<file path="src/rtl/uart_echo_fifo.sv">
// RS-232 echo core: a receiver feeds an elastic FIFO that a transmitter drains
// back out to the line. Everything runs in the clk domain.
module uart_echo_fifo #(
  parameter int CLKS_PER_BIT = 868,
  parameter int DATA_BITS    = 8,
  parameter int PARITY       = 0,
  parameter int STOP_BITS    = 1,
  parameter int FIFO_DEPTH   = 16
) (
  input  logic                          clk,
  input  logic                          rst,
  input  logic                          RXd,
  input  logic                          tx_hold,
  output logic                          TXd,
  output logic                          parity_err,
  output logic                          frame_err,
  output logic                          overrun,
  output logic [$clog2(FIFO_DEPTH):0]   fifo_level
);
  // state    | meaning
  // S_IDLE   | RX: waiting for a falling edge; TX: waiting for data and !tx_hold
  // S_START  | start bit (RX rejects a high mid-bit sample as a glitch)
  // S_DATA   | data bits, LSB first
  // S_PAR    | parity bit, only visited when PARITY != 0
  // S_STOP   | stop bit(s); RX resolves the byte at the first stop sample
  typedef enum logic [2:0] {S_IDLE, S_START, S_DATA, S_PAR, S_STOP} state_t;

  localparam int AW = $clog2(FIFO_DEPTH);
  localparam int CW = $clog2(CLKS_PER_BIT);
  localparam logic [CW-1:0] BIT_LAST  = CW'(CLKS_PER_BIT - 1);
  localparam logic [CW-1:0] HALF_BIT  = CW'(CLKS_PER_BIT / 2);
  localparam logic [2:0]    DATA_LAST = 3'(DATA_BITS - 1);
  localparam logic          STOP_LAST = 1'(STOP_BITS - 1);
  localparam logic [AW:0]   FULL_LVL  = (AW+1)'(FIFO_DEPTH);

  logic rx_meta, rx_sync, rx_prev;

  always_ff @(posedge clk or negedge rst) begin
    if (!rst) {rx_meta, rx_sync, rx_prev} <= 3'b111;
    else      {rx_meta, rx_sync, rx_prev} <= {RXd, rx_meta, rx_sync};
  end

  state_t               rx_state, rx_next;
  logic [CW-1:0]        rx_cnt;
  logic [2:0]           rx_idx;
  logic [DATA_BITS-1:0] rx_data;
  logic                 rx_pbit, rx_tick, stop_sample, par_ok;
  logic                 push, push_ok, pop, full;

  assign rx_tick     = (rx_cnt == '0);
  assign stop_sample = (rx_state == S_STOP) && rx_tick;
  assign par_ok      = (PARITY == 0) || ((^rx_data ^ rx_pbit) == (PARITY == 1));
  assign push        = stop_sample && rx_sync && par_ok;

  always_comb begin
    rx_next = rx_state;
    unique case (rx_state)
      S_IDLE:  if (rx_prev && !rx_sync) rx_next = S_START;
      S_START: if (rx_tick) rx_next = rx_sync ? S_IDLE : S_DATA;
      S_DATA:  if (rx_tick && rx_idx == DATA_LAST) rx_next = (PARITY != 0) ? S_PAR : S_STOP;
      S_PAR:   if (rx_tick) rx_next = S_STOP;
      S_STOP:  if (rx_tick) rx_next = S_IDLE;
      default: rx_next = S_IDLE;
    endcase
  end

  always_ff @(posedge clk or negedge rst) begin
    if (!rst) begin
      rx_state <= S_IDLE;
      rx_cnt   <= HALF_BIT;
      rx_idx   <= '0;
      rx_data  <= '0;
      rx_pbit  <= 1'b0;
    end else begin
      rx_state <= rx_next;
      // Half-bit preload puts every later sample near mid-bit.
      if (rx_state == S_IDLE) rx_cnt <= HALF_BIT;
      else if (rx_tick)       rx_cnt <= BIT_LAST;
      else                    rx_cnt <= rx_cnt - 1'b1;
      if (rx_state == S_START) rx_idx <= '0;
      if (rx_state == S_DATA && rx_tick) begin
        rx_data <= {rx_sync, rx_data[DATA_BITS-1:1]};
        rx_idx  <= rx_idx + 1'b1;
      end
      if (rx_state == S_PAR && rx_tick) rx_pbit <= rx_sync;
    end
  end

  always_ff @(posedge clk or negedge rst) begin
    if (!rst) begin
      frame_err  <= 1'b0;
      parity_err <= 1'b0;
      overrun    <= 1'b0;
    end else begin
      frame_err  <= stop_sample && !rx_sync;
      parity_err <= stop_sample && rx_sync && !par_ok;
      overrun    <= push && full && !pop;
    end
  end

  logic [DATA_BITS-1:0] mem [FIFO_DEPTH];
  logic [AW-1:0]        wr_ptr, rd_ptr;

  assign full    = (fifo_level == FULL_LVL);
  assign push_ok = push && (!full || pop);

  always_ff @(posedge clk or negedge rst) begin
    if (!rst) begin
      wr_ptr     <= '0;
      rd_ptr     <= '0;
      fifo_level <= '0;
    end else begin
      if (push_ok) wr_ptr <= wr_ptr + 1'b1;
      if (pop)     rd_ptr <= rd_ptr + 1'b1;
      if (push_ok && !pop)      fifo_level <= fifo_level + 1'b1;
      else if (pop && !push_ok) fifo_level <= fifo_level - 1'b1;
    end
  end

  always_ff @(posedge clk) begin
    if (push_ok) mem[wr_ptr] <= rx_data;
  end

  state_t               tx_state, tx_next;
  logic [CW-1:0]        tx_cnt;
  logic [2:0]           tx_idx;
  logic                 tx_stop_idx, tx_pbit, tx_tick, tx_line;
  logic [DATA_BITS-1:0] tx_shift;

  assign tx_tick = (tx_cnt == '0);
  assign pop     = (tx_state == S_IDLE) && (fifo_level != '0) && !tx_hold;

  always_comb begin
    tx_next = tx_state;
    tx_line = 1'b1;
    unique case (tx_state)
      S_IDLE:  if (pop) tx_next = S_START;
      S_START: begin
        tx_line = 1'b0;
        if (tx_tick) tx_next = S_DATA;
      end
      S_DATA: begin
        tx_line = tx_shift[0];
        if (tx_tick && tx_idx == DATA_LAST) tx_next = (PARITY != 0) ? S_PAR : S_STOP;
      end
      S_PAR: begin
        tx_line = tx_pbit;
        if (tx_tick) tx_next = S_STOP;
      end
      S_STOP:  if (tx_tick && tx_stop_idx == STOP_LAST) tx_next = S_IDLE;
      default: tx_next = S_IDLE;
    endcase
  end

  // TXd is the line value of the previous cycle's state, so every bit keeps
  // its full width and the output stays glitch-free.
  always_ff @(posedge clk or negedge rst) begin
    if (!rst) begin
      tx_state    <= S_IDLE;
      TXd         <= 1'b1;
      tx_cnt      <= BIT_LAST;
      tx_idx      <= '0;
      tx_stop_idx <= 1'b0;
      tx_shift    <= '0;
      tx_pbit     <= 1'b0;
    end else begin
      tx_state <= tx_next;
      TXd      <= tx_line;
      if (tx_state == S_IDLE || tx_tick) tx_cnt <= BIT_LAST;
      else                               tx_cnt <= tx_cnt - 1'b1;
      if (pop) begin
        tx_shift    <= mem[rd_ptr];
        tx_pbit     <= ^mem[rd_ptr] ^ (PARITY == 1);
        tx_idx      <= '0;
        tx_stop_idx <= 1'b0;
      end
      if (tx_state == S_DATA && tx_tick) begin
        tx_shift <= tx_shift >> 1;
        tx_idx   <= tx_idx + 1'b1;
      end
      if (tx_state == S_STOP && tx_tick) tx_stop_idx <= tx_stop_idx + 1'b1;
    end
  end

endmodule

</file>
<file path="config.mk">
export PLATFORM = sky130hd
export DESIGN_NAME = uart_echo_fifo
export DESIGN_NICKNAME = d
export VERILOG_FILES = /design/src/rtl/uart_echo_fifo.sv
export SDC_FILE = /design/constraint.sdc
export NUM_CORES = 1
export LEC_CHECK = 0
export ABC_AREA = 1
export BUFFER_PORTS_ARGS = -buffer_cell sky130_fd_sc_hd__buf_2
export CORE_MARGIN = 2
export CORE_UTILIZATION = 40
export CTS_BUF_LIST = sky130_fd_sc_hd__clkbuf_4 sky130_fd_sc_hd__clkbuf_8
export DETAILED_ROUTE_END_ITERATION = 8
export SYNTH_ARGS = -nofsm -noshare
export SYNTH_HDL_FRONTEND = slang
export SYNTH_SLANG_ARGS = --single-unit
</file>
<file path="constraint.sdc">
create_clock -name clk -period 2.9 [get_ports clk]
set_input_delay 0.29 -clock clk [delete_from_list [all_inputs] [get_ports clk]]
set_output_delay 0.29 -clock clk [all_outputs]
set_load 0.02 [all_outputs]
</file>
==> impl_metrics.yaml <==
synthesis:
  ys_async_sr_fraction_pct: 35.0
  yosysWarnings: 0
  syn_avg_cell_area_um2: 10.0
  synthCells: 879
  seq_area_frac_synth_pct: 63.4
  ys_ff_latch: 197
  synth_flop_cell: "edfxtp_1"
  synth_edf_count: 128
  synth.cell_area_um2: 8820
  synth_nets: 900
  ys_types: 43
timing:
  finalWorstSetupSlack_ns: 0.228
  period_share_pct: 92.1
  hold_viol_final: 0
  slew_headroom_pct: 45.4
  clock_skew_ns: 0.0135
  tns_ns: 0
  rsz0062_at_grt: "no"
  fmaxAchievable_mhz: 374
  finalCriticalPeriod_ns: 2.67
  setup_viol: 0
  tightest_slew_ns: 0.819
  slew_viol_final: 0
power_and_ir_drop:
  p_per_area_nw_per_um2: 820
  finalPower_mw: 7.97
  peakVddDrop_uv: 432
  p_leak_nw: 4.37
cells_and_area:
  diodes: 0
  area_growth_pct: 10.2
  ff_latch_area_um2: 5590
  nets: 930
  final.fill_count: 2033
  multi_input_comb_area_um2: 2670
  design_area_um2: 9720
  final_cell_mix: "270 x nand2_1, 128 x edfxtp_1, 102 x inv_1"
  drive_gt1_share_pct: 11.6
  layout.cells.non_filler: 1202
  layout_commonest_cell: "nand2_1"
global_routing:
  grt_pass1_wl_um: 29400
  grt.overflow.total: 0
  track_usage_pct: 16.1
  grt_pass1_vias: 5636
  antenna_found_initial: 0
  grt_max_degree: 73
clocking:
  clk_path_buf_depth: 2
  cts_buffers: 17
  cts-hold-fix-buffers: 2
  cts_tree: "built"
  h-tree-depth: 4
  clkLatencyLatePin_ns: 0.47
  clkTransAtPathRegs_ns: 0.10
  cts_sinks: 197
  post_cts_buffers: 0
  cts-resized-gates: 0
  cts_root_buf: "clkbuf_8"
placed_design:
  port_buffers: 11
  hpwl_um: 11300
  placed_cell_area_um2: 9310
  dpl.cell_count: 1168
  place_worst_setup_slack_ns: 0.291
  gp_congestion: 0.777
route:
  drc: 0
  wl_per_cell_um: 14.8
  drtAntennaViolNets: 0
  routed_wl_um: 17700
  drt_iter0_markers: 496
  drt-vias-per-instance: 4.80
  drt-pass1-iter-count: 5
  num_vias: 5771
setup_path:
  reg2reg_from: "rx_cnt[0]$_DFF_PN0_"
  critPathCaptureType: "register"
  reg2reg_to: "fifo_level[4]$_DFFE_PN0P_"
  crit_slowest_cell: "fa_1"
  cp.required_ns: 3.26
  critPathMaxStageDelay_ns: 0.41
  r2r_cells: 16
  crit_top_cell: "nor2_1"
  r2r_slack_ns: 0.23
  crit_type: "reg -> reg"
  cp_top_family: "adder cells"
  crit_buf_inv: 2
  crit_start: "rx_cnt[0]$_DFF_PN0_"
  start_kind: "register"
  worstPathArrival_ns: 3.03
  crit_fanout: 4
  path_cells: "inv_1, ha_1, nand3b_1, nor2_2, nand3_1, a21oi_4, ha_1, inv_1, fa_1, a21oi_1, nor2_1, nor2_1, nand2_1, nand2_1, nor2_1, xor2_1"
die:
  row_count: 54
  die_h_um: 153
  dieWidth_um: 153
  coreArea_um2: 21800
  io_pins: 13
  dieArea_um2: 23300
  initial_core_util_pct: 40.5
min_path:
  min_path_type: "in -> reg"
  hold_depth: 5
  hold_end: "rd_ptr[1]$_DFFE_PN0P_"
  hold_start: "tx_hold"
flow_run:
  maxCapViolations: 0
run_status:
  status: "complete, no violations"
## worst max-delay path by stage
stage | depth (start not counted) | slack (ns) | to
floorplan | 16 | 0.17 | fifo_level[4]$_DFFE_PN0P_
global placement | 16 | 0.32 | fifo_level[4]$_DFFE_PN0P_
detailed placement | 16 | 0.29 | fifo_level[4]$_DFFE_PN0P_
CTS | 16 | 0.27 | fifo_level[4]$_DFFE_PN0P_
global route | 16 | 0.01 | fifo_level[4]$_DFFE_PN0P_
finish | 16 | 0.23 | fifo_level[4]$_DFFE_PN0P_
## where the power goes
part           switching (mW)  internal (mW)  leakage (nW)
Combinational            1.87          0.901          1.84
Clock                   0.989          0.785         0.193
Sequential              0.189           3.23          2.33
Total                    3.05           4.92          4.37
## synth_stat cells (10+ instances only)
master,n,area share [%]
o21ai_0,20,1.1
dfrtp_1,54,15
inv_1,102,4.3
nor2_1,60,2.6
nand3_1,81,4.6
dfstp_2,15,4.5
ha_1,16,2.3
buf_2,16,0.91
xor2_1,16,1.6
nor3_1,10,0.57
nand2_1,270,11
a21oi_1,14,0.79
edfxtp_1,128,44
## metrics by stage
step / utilization, % / hold slack (ns)
global placement: 42.8 / 0.361
global route: 44.7 / 0.281
CTS: 44.7 / 0.280
finish: 44.7 / 0.290
floorplan: - / -0.00559
detailed placement: 42.8 / 0.358
## metal layers
layer / vias up / routed length, um / GRT usage [%] / share of wire (%)
li1: 2920 / - / - / -
met1: 2746 / 8540 / 22.0 / 48
met2: 89 / 8430 / 26.0 / 48
met3: 16 / 571 / 3.13 / 3.2
met4: 0 / 196 / 5.16 / 1.1
met5: - / 0 / 0 / 0
## sequential cells by signal, indices dropped and copies added (netlist names), 3 cells and up
name and count:
fifo_level 5, mem 128, rd_ptr 4, rx_cnt 10, rx_data 8, rx_idx 3
rx_state 3, tx_cnt 10, tx_idx 3, tx_shift 8, tx_state 3, wr_ptr 4
## layout make-up
| cell class | instances | share of cell area [%] |
|---|---|---|
| clock inverters | 14 | 1.53 |
| repair buffers | 39 | 3.17 |
| multi-input cells | 544 | 27.4 |
| clock buffers | 18 | 2.48 |
| inverters | 110 | 4.25 |
| well taps | 280 | 3.60 |
| flip-flops and latches | 197 | 57.5 |
## worst register-to-register path, delay by kind of cell (launching register included)
kind / cells / cell delay [ns]
and+or+nand+nor: 8 / 0.73
AOI/OAI and AO/OA: 2 / 0.32
DFF: 1 / 0.39
adders and majority gates: 3 / 0.80
xor gates and xnor gates: 1 / 0.13
buffers and inverters: 2 / 0.20
## kinds of logic after synthesis
family	share of synthesized area (%)
fa+ha+maj	2.50
xor+xnor	1.99
mux	0.894
simple gates	20.6
compound gates	4.18
flops	63.4
other cells	0.0425
buf+inv	6.40
(Power assumes the default switching activity.)
